<file path="config.mk">
export PLATFORM = sky130hd
export DESIGN_NAME = udma_uart_rx_core
export DESIGN_NICKNAME = d
export VERILOG_FILES = /design/src/rtl/udma_uart_rx_core.sv
export SDC_FILE = /design/constraint.sdc
export NUM_CORES = 1
export LEC_CHECK = 0
export ABC_AREA = 0
export CELL_PAD_IN_SITES_DETAIL_PLACEMENT = 1
export CELL_PAD_IN_SITES_GLOBAL_PLACEMENT = 2
export CORE_MARGIN = 3
export CORE_UTILIZATION = 33
export DETAILED_ROUTE_END_ITERATION = 12
export PLACE_DENSITY = 0.89
export SYNTH_ARGS = -nofsm -noshare
export SYNTH_HDL_FRONTEND = slang
export SYNTH_SLANG_ARGS = --single-unit
</file>
<file path="constraint.sdc">
create_clock -name clk_i -period 3.3 [get_ports clk_i]
set_clock_uncertainty 0.05 [all_clocks]
set_input_delay 0.825 -clock clk_i [delete_from_list [all_inputs] [get_ports clk_i]]
set_output_delay 0.825 -clock clk_i [all_outputs]
set_load 0.005 [all_outputs]
</file>
<file path="src/rtl/udma_uart_rx_core.sv">
// UART receive engine: synchronises rx_i, deserialises one character per frame and
// hands it to the register interface through a one-entry valid/ready holding register.
module udma_uart_rx_core #(
    parameter int unsigned SYNC_STAGES = 2,
    parameter int unsigned DIV_WIDTH   = 16
) (
    input  logic                 clk_i,
    input  logic                 rstn_i,
    input  logic                 rx_i,
    input  logic                 cfg_en_i,
    input  logic [DIV_WIDTH-1:0] cfg_div_i,
    input  logic [1:0]           cfg_bits_i,
    input  logic                 cfg_parity_en_i,
    input  logic                 cfg_stop_bits_i,
    output logic [7:0]           rx_data_o,
    output logic                 rx_valid_o,
    input  logic                 rx_ready_i,
    output logic                 err_parity_o,
    output logic                 err_overflow_o,
    output logic                 busy_o
);

    typedef enum logic [2:0] {
        StIdle, StStart, StData, StParity, StStop, StStop2
    } state_e;

    state_e                 state_q, state_d;
    logic [SYNC_STAGES-1:0] sync_q;
    logic                   s_rx, s_rx_prev_q;
    logic [DIV_WIDTH-1:0]   cnt_q, cnt_d, div_q, div_d, target;
    logic [1:0]             bits_q, bits_d;
    logic                   par_en_q, par_en_d, stop2_q, stop2_d;
    logic [2:0]             bit_idx_q, bit_idx_d, last_idx;
    logic [7:0]             shift_q, shift_d;
    logic                   par_err_q, par_err_d;
    logic                   tick, deliver;
    logic [7:0]             rx_data_q;
    logic                   rx_valid_q, err_parity_q, err_overflow_q;

    assign s_rx     = sync_q[SYNC_STAGES-1];
    // START samples at mid-bit, every later state at full-period boundaries.
    assign target   = (state_q == StStart) ? (div_q >> 1) : div_q;
    assign tick     = (cnt_q == target);
    assign last_idx = 3'd4 + {1'b0, bits_q};

    always_comb begin
        state_d   = state_q;
        cnt_d     = tick ? '0 : cnt_q + DIV_WIDTH'(1);
        div_d     = div_q;
        bits_d    = bits_q;
        par_en_d  = par_en_q;
        stop2_d   = stop2_q;
        bit_idx_d = bit_idx_q;
        shift_d   = shift_q;
        par_err_d = par_err_q;
        deliver   = 1'b0;
        unique case (state_q)
            StIdle: begin
                cnt_d = '0;
                if (cfg_en_i && s_rx_prev_q && !s_rx) begin
                    state_d  = StStart;
                    div_d    = cfg_div_i;
                    bits_d   = cfg_bits_i;
                    par_en_d = cfg_parity_en_i;
                    stop2_d  = cfg_stop_bits_i;
                end
            end
            StStart: begin
                if (tick) begin
                    if (!s_rx) begin
                        state_d   = StData;
                        bit_idx_d = '0;
                        shift_d   = '0;
                        par_err_d = 1'b0;
                    end else begin
                        state_d = StIdle;
                    end
                end
            end
            StData: begin
                if (tick) begin
                    shift_d[bit_idx_q] = s_rx;
                    bit_idx_d          = bit_idx_q + 3'd1;
                    if (bit_idx_q == last_idx) begin
                        state_d = par_en_q ? StParity : StStop;
                    end
                end
            end
            StParity: begin
                if (tick) begin
                    par_err_d = (^shift_q) ^ s_rx;
                    state_d   = StStop;
                end
            end
            StStop: begin
                if (tick) begin
                    if (s_rx) begin
                        deliver = 1'b1;
                        state_d = stop2_q ? StStop2 : StIdle;
                    end else begin
                        state_d = StIdle;
                    end
                end
            end
            StStop2: begin
                if (tick) begin
                    state_d = StIdle;
                end
            end
            default: state_d = StIdle;
        endcase
        if (!cfg_en_i) begin
            state_d = StIdle;
            deliver = 1'b0;
        end
    end

    always_ff @(posedge clk_i) begin
        if (!rstn_i) begin
            sync_q      <= '1;
            s_rx_prev_q <= 1'b1;
            state_q     <= StIdle;
            cnt_q       <= '0;
            div_q       <= '0;
            bits_q      <= '0;
            par_en_q    <= 1'b0;
            stop2_q     <= 1'b0;
            bit_idx_q   <= '0;
            shift_q     <= '0;
            par_err_q   <= 1'b0;
        end else begin
            sync_q      <= {sync_q[SYNC_STAGES-2:0], rx_i};
            s_rx_prev_q <= s_rx;
            state_q     <= state_d;
            cnt_q       <= cnt_d;
            div_q       <= div_d;
            bits_q      <= bits_d;
            par_en_q    <= par_en_d;
            stop2_q     <= stop2_d;
            bit_idx_q   <= bit_idx_d;
            shift_q     <= shift_d;
            par_err_q   <= par_err_d;
        end
    end

    // A delivery in the same cycle as a handshake replaces the consumed character.
    always_ff @(posedge clk_i) begin
        if (!rstn_i) begin
            rx_data_q      <= '0;
            rx_valid_q     <= 1'b0;
            err_parity_q   <= 1'b0;
            err_overflow_q <= 1'b0;
        end else begin
            err_parity_q   <= 1'b0;
            err_overflow_q <= 1'b0;
            if (deliver) begin
                err_parity_q <= par_err_q;
                if (!rx_valid_q || rx_ready_i) begin
                    rx_data_q  <= shift_q;
                    rx_valid_q <= 1'b1;
                end else begin
                    err_overflow_q <= 1'b1;
                end
            end else if (rx_valid_q && rx_ready_i) begin
                rx_valid_q <= 1'b0;
            end
        end
    end

    assign rx_data_o      = rx_data_q;
    assign rx_valid_o     = rx_valid_q;
    assign err_parity_o   = err_parity_q;
    assign err_overflow_o = err_overflow_q;
    assign busy_o         = (state_q != StIdle);

endmodule

</file>
### After elaboration in Yosys (flattened, before gate mapping)

Index checks and enable logic that the tools add are counted.

| operators by class | value |
|---|---|
| reductions and logical operators | 22 |
| add/sub/neg operators | 3 |
| bitwise logic cells | 2 |
| equal/unequal tests | 16 |
| order comparisons | 2 |
| mux-type cells | 36 |

Operator list:

| kind | count |
|---|---|
| $mux W3 | 13 |
| $mux W8 | 3 |
| $pmux W3 S6 | 1 |
| $add A16 B1 Y16 const B | 1 |
| $eq A16 B16 Y1 | 1 |
| $mux W16 | 1 |
| $ne A2 B2 Y1 const B | 8 |
| $pmux W8 S2 | 1 |
| $mux W1 | 12 |
| $reduce_and A2 Y1 | 5 |
| $bwmux W8 | 1 |
| $reduce_and A4 Y1 | 2 |
| $reduce_xor A8 Y1 | 1 |
| $reduce_and A7 Y1 | 1 |
| $eq A3 B2 Y1 const B | 2 |
| $eq A3 B3 Y1 const B | 2 |
| $pmux W3 S2 | 1 |
| $reduce_bool A2 Y1 | 3 |
| $logic_and A1 B1 Y1 | 4 |
| $lt A3 B4 Y1 const B | 1 |
| $add A3 B1 Y3 const B | 1 |
| $add A3 B2 Y3 const A | 1 |
| $demux W1 S3 | 1 |
| $eq A3 B1 Y1 const B | 1 |
| 12 further kinds | 13 |

| storage, ports and cells | value |
|---|---|
| bits in registers | 65 |
| input port bits | 25 |
| output and inout port bits | 12 |
| word-level logic and storage cells | 96 |

### Longest topological paths before layout

| logic depth | value |
|---|---|
| depth after elaboration | 8 |
| gate-level depth with buffers | 11 |
| gate-level depth less buffers | 7 |

### Worst setup path before layout

No wires, ideal clock.

| timing path | value |
|---|---|
| path kind | register to register |
| from | register state_q[1] |
| to | register shift_q[7] |
| cell stages (with the launch flop) | 10 |
| buffers on the path | 2 |
| library setup time | 0.133 ns |
| period minus slack after synthesis | 2.454 ns |
| required time | 3.117 ns |
| path slack | 0.846 ns |
| data arrival time | 2.271 ns |
| cells stage by stage | dfxtp_1 -> buf_2 -> or3b_1 -> clkbuf_1 -> mux2_2 -> o221ai_1 -> a211oi_1 -> nand3_2 -> o21ai_2 -> o221ai_1 |

| on the way | value |
|---|---|
| cells in the longest elaborated chain, start to end | 5 |
| elaborated cells on any way between the ends | 10 |
| classes of those cells | eq/ne: 6; mux: 2; reduce/logical: 2 |

RTL lines:

| what | line | source |
|---|---|---|
| from (decl) | 27 | `state_e state_q, state_d;` |
| from (signal assigned) | 122 | `state_q <= StIdle;` |
| from (signal assigned) | 134 | `state_q <= state_d;` |
| $eq A3 B1 Y1 | 42, 57 |  |
| $mux W16 | 42 | `assign target = (state_q == StStart) ? (div_q >> 1) : div_q;` |
| $eq A16 B16 Y1 | 43 | `assign tick = (cnt_q == target);` |
| $ne A2 B2 Y1 (no line) | - |  |
| $reduce_and A4 Y1 (no line) | - |  |
| to (signal assigned) | 141 | `shift_q <= shift_d;` |
| to (decl) | 34 | `logic [7:0] shift_q, shift_d;` |

Parallel ways exist; a longest one is shown, timed or not.
A chain may end at the register's enable or synchronous reset.

### Final worst setup path

| timing path | value |
|---|---|
| from | register state_q[0] |
| to | register rx_data_q[7] (netlist: rx_data_o[7]) |

| on the way | value |
|---|---|
| cells in the longest elaborated chain, start to end | 7 |
| elaborated cells on any way between the ends | 8 |
| classes of those cells | eq/ne: 3; mux: 4; reduce/logical: 1 |

RTL lines:

| what | line | source |
|---|---|---|
| $eq A3 B1 Y1 | 42 |  |
| $mux W16 | 42 |  |
| $eq A16 B16 Y1 | 43 |  |
| $mux W1 | 96 | `if (tick) begin` |
| $mux W1 (*) | 57 | `unique case (state_q)` |
| $mux W1 (*) | 112 | `if (!cfg_en_i) begin` |
| $reduce_and A2 Y1 (no line) (*) | - |  |
| to (signal assigned) | 159 | `rx_data_q <= shift_q;` |
| to (decl) | 37 | `logic [7:0] rx_data_q;` |

Mark *: on every way between the ends. The rest lies on a longest branch, timed or not.

==> results by group <==
Route
  – Total Wirelength: 8980 um
  – Top routing layer in use: met4
  – WL met3: 355 um
  – Vias/cell: 5.26
  – DRT Pass-1 Iters: 4
  – Drt drc: 0
  – Post-DRT Antenna Nets: 0
  – DR vias: 3001
  – WL per Instance: 15.7 um
  – DR iter-0 viols: 164
  – Met1 WL: 4400 um
  – Met2 WL: 4120 um

Layout
  – Most frequent cells in the layout: 65 x dfxtp_1, 53 x nand2_1, 38 x a21oi_1
  – Final nets: 463
  – P&R area growth vs syn: 19.1%
  – Fillers: 1167
  – Util after Layout: 0.416
  – Most common cell after layout, fill and taps aside: dfxtp_1
  – Fin cells: 570
  – Diodes inserted: 0
  – Share of layout cells above drive strength 1: 0.0703

Global route
  – Grt total ovfl: 0
  – GRT Total Usage: 0.169
  – Initial antenna violation count: 0
  – First-pass GRT wire length: 15500 um
  – Vias in the first global route: 3158
  – Largest net degree at the start of global routing: 33

Synthesis
  – Synth Area in Adders: 0.00758
  – Flops & latches, synth: 65
  – Mux contribution to synthesized area: 0.0186
  – Syn Area/Cell: 8.05 um^2
  – Compound-Gate Fraction of Synth Area: 0.164
  – Synth async-reset ratio: 0
  – Simple-Gate Fraction of Synth Area: 0.251
  – XOR/XNOR Fraction of Synth Area: 0.0955
  – Unique masters post-synth: 48
  – Synthesized net count: 437
  – Largest family of logic cells by synthesized area: simple AND/OR/NAND/NOR gates
  – Post-Syn Area: 3300 um^2
  – Register area share after synthesis: 0.394
  – Main flop type after synthesis: dfxtp_1
  – Gate Count Post-Synth: 410
  – Synth warnings: 0
  – Post-synth EDFFs: 0

Die
  – Ports: 37
  – FP Rows: 35
  – Initial Util: 0.349
  – Die Y: 106 um
  – Die X: 106 um
  – DIE AREA: 11200 um^2
  – Core footprint: 9460 um^2

Clock tree
  – CTS Buf Count: 9
  – Clock sink count: 65
  – Clock Tree Root: clkbuf_8
  – Clk slew on worst S/H paths: 70 ps
  – CTS tree: built
  – Worst skew pair latency: 350 ps
  – Max H-tree Level: 3
  – Max clock buf depth: 2
  – CTS Hold Bufs: 0

Placement
  – Post-place setup slack: 362 ps
  – RePlAce Congestion: 0.895
  – DP HPWL: 6590 um
  – Placed insts: 554
  – IO buf count: 36

Power
  – Pwr/cell area: 403 nW/um^2
  – Pleak: 1.29 nW
  – Post-layout power: 0.00159 W
  – Peak supply drop: 0.276 mV

Critical path
  – Slowest stage cell, crit path: dfxtp_1
  – Worst-path cell chain: or3b_1 > mux2_2 > o221ai_1 > a211oi_1 > nand4_1 > o31ai_1 > a21oi_1
  – Worst Path Required: 3470 ps
  – Critical path class: register to register
  – Worst setup EP type: register
  – Startpoint Class: register
  – Critical path's largest stage delay: 550 ps
  – Worst-path fanout max: 11
  – CP delay by family, top: compound AO/OA/AOI/OAI gates
  – CP Buf/Inv Count: 0
  – Arr. time, crit path: 3160 ps

STA
  – Worst slew margin: 0.436
  – Final Worst Setup Slack: 305 ps
  – Period Utilization, post-route: 0.907
  – RSZ-0062 raised after global routing: false
  – Setup TNS: 0 ps
  – Max Freq: 334 MHz
  – Final setup vio count: 0
  – Hold Vio Cnt, Final: 0
  – Max Slew Vio Count: 0
  – Min Tclk post-route: 2990 ps
  – Worst Tran Pin Value: 839 ps

Status
  – Status: completed

Hold path
  – Hold/Removal Path Class: register to register

Run
  – Max-Cap Viols: 0
-- per-layer routing --
metal  GRT usage  vias to the layer above
met5           0                        -
met4      0.0537                        0
met3      0.0449                       10
met2       0.275                       57
met1       0.219                     1464
li1            -                     1470
-- path summary, 6_finish.rpt --
check	start	cells after the start	endpoint	slack, ps
max reg2reg	state_q[0]	7	rx_data_o[7]	310
min	sync_q[0]	1	sync_q[1]	380
min reg2reg	sync_q[0]	1	sync_q[1]	380
max	state_q[0]	7	rx_data_o[7]	310
-- worst register-to-register path: cells and delay by family, from the launching register on --
family,cells,cell delay (ps)
muxes,1,270
AOI/OAI and AO/OA,4,1050
and+or+nand+nor,2,940
DFF,1,550
-- stage by stage --
stage	hold slack, ps	area (um^2)
2_1_floorplan	336	3300
3_3_place_gp	350	3740
4_1_cts	389	3930
3_5_place_dp	361	3740
5_1_grt	401	3930
6_report	384	3930
-- layout make-up --
cell class,count,area [um^2],area share
repair buffers,42,405,0.103
clock inverters,3,40.0,0.0102
multi-input cells,292,1780,0.452
flip-flops and latches,65,1300,0.331
inverters,26,97.6,0.0248
well taps,129,161,0.0411
clock buffers,13,149,0.0379
-- cells in the mapped netlist, drive strengths merged, types with 6 or more instances --
master	instances	area share
o221ai	6	0.016
nor3	8	0.012
clkbuf	22	0.025
nand4	10	0.019
inv	26	0.030
nor2	31	0.035
xnor2	24	0.064
o31ai	9	0.020
dfxtp	65	0.39
nand2	53	0.060
nand2b	7	0.013
and3	7	0.015
a21oi	39	0.060
nand3	31	0.052
o211ai	6	0.014
xor2	12	0.032
-- logic make-up after synthesis --
family / count (synthesis)
fa+ha+maj: 2
buf+inv: 53
mux: 6
compound gates: 82
simple gates: 166
xor+xnor: 36
flops: 65
-- repair_timing --
| action | in CTS | in global routing |
|---|---|---|
| buffers inserted | 0 | 0 |
| endpoints found under the hold margin | 0 | 0 |
| endpoints found under the setup margin | 0 | 2 |
| resized for setup | 0 | 0 |
-- registers in the layout, indices dropped and copies added, names as in the netlist --
register,cells
par_err_q,1
stop2_q,1
cnt_q,16
s_rx_prev_q,1
sync_q,2
rx_data_o,8
par_en_q,1
state_q,3
div_q,16
bit_idx_q,3
err_parity_o,1
rx_valid_o,1
bits_q,2
shift_q,8
err_overflow_o,1
-- power breakdown --
part / switching (W) / leakage (nW) / internal, W
sequential: 0.00000879 / 0.525 / 0.000791
combinational: 0.0000752 / 0.670 / 0.0000527
clock: 0.000290 / 0.0974 / 0.000368
(Power assumes the default switching activity.)
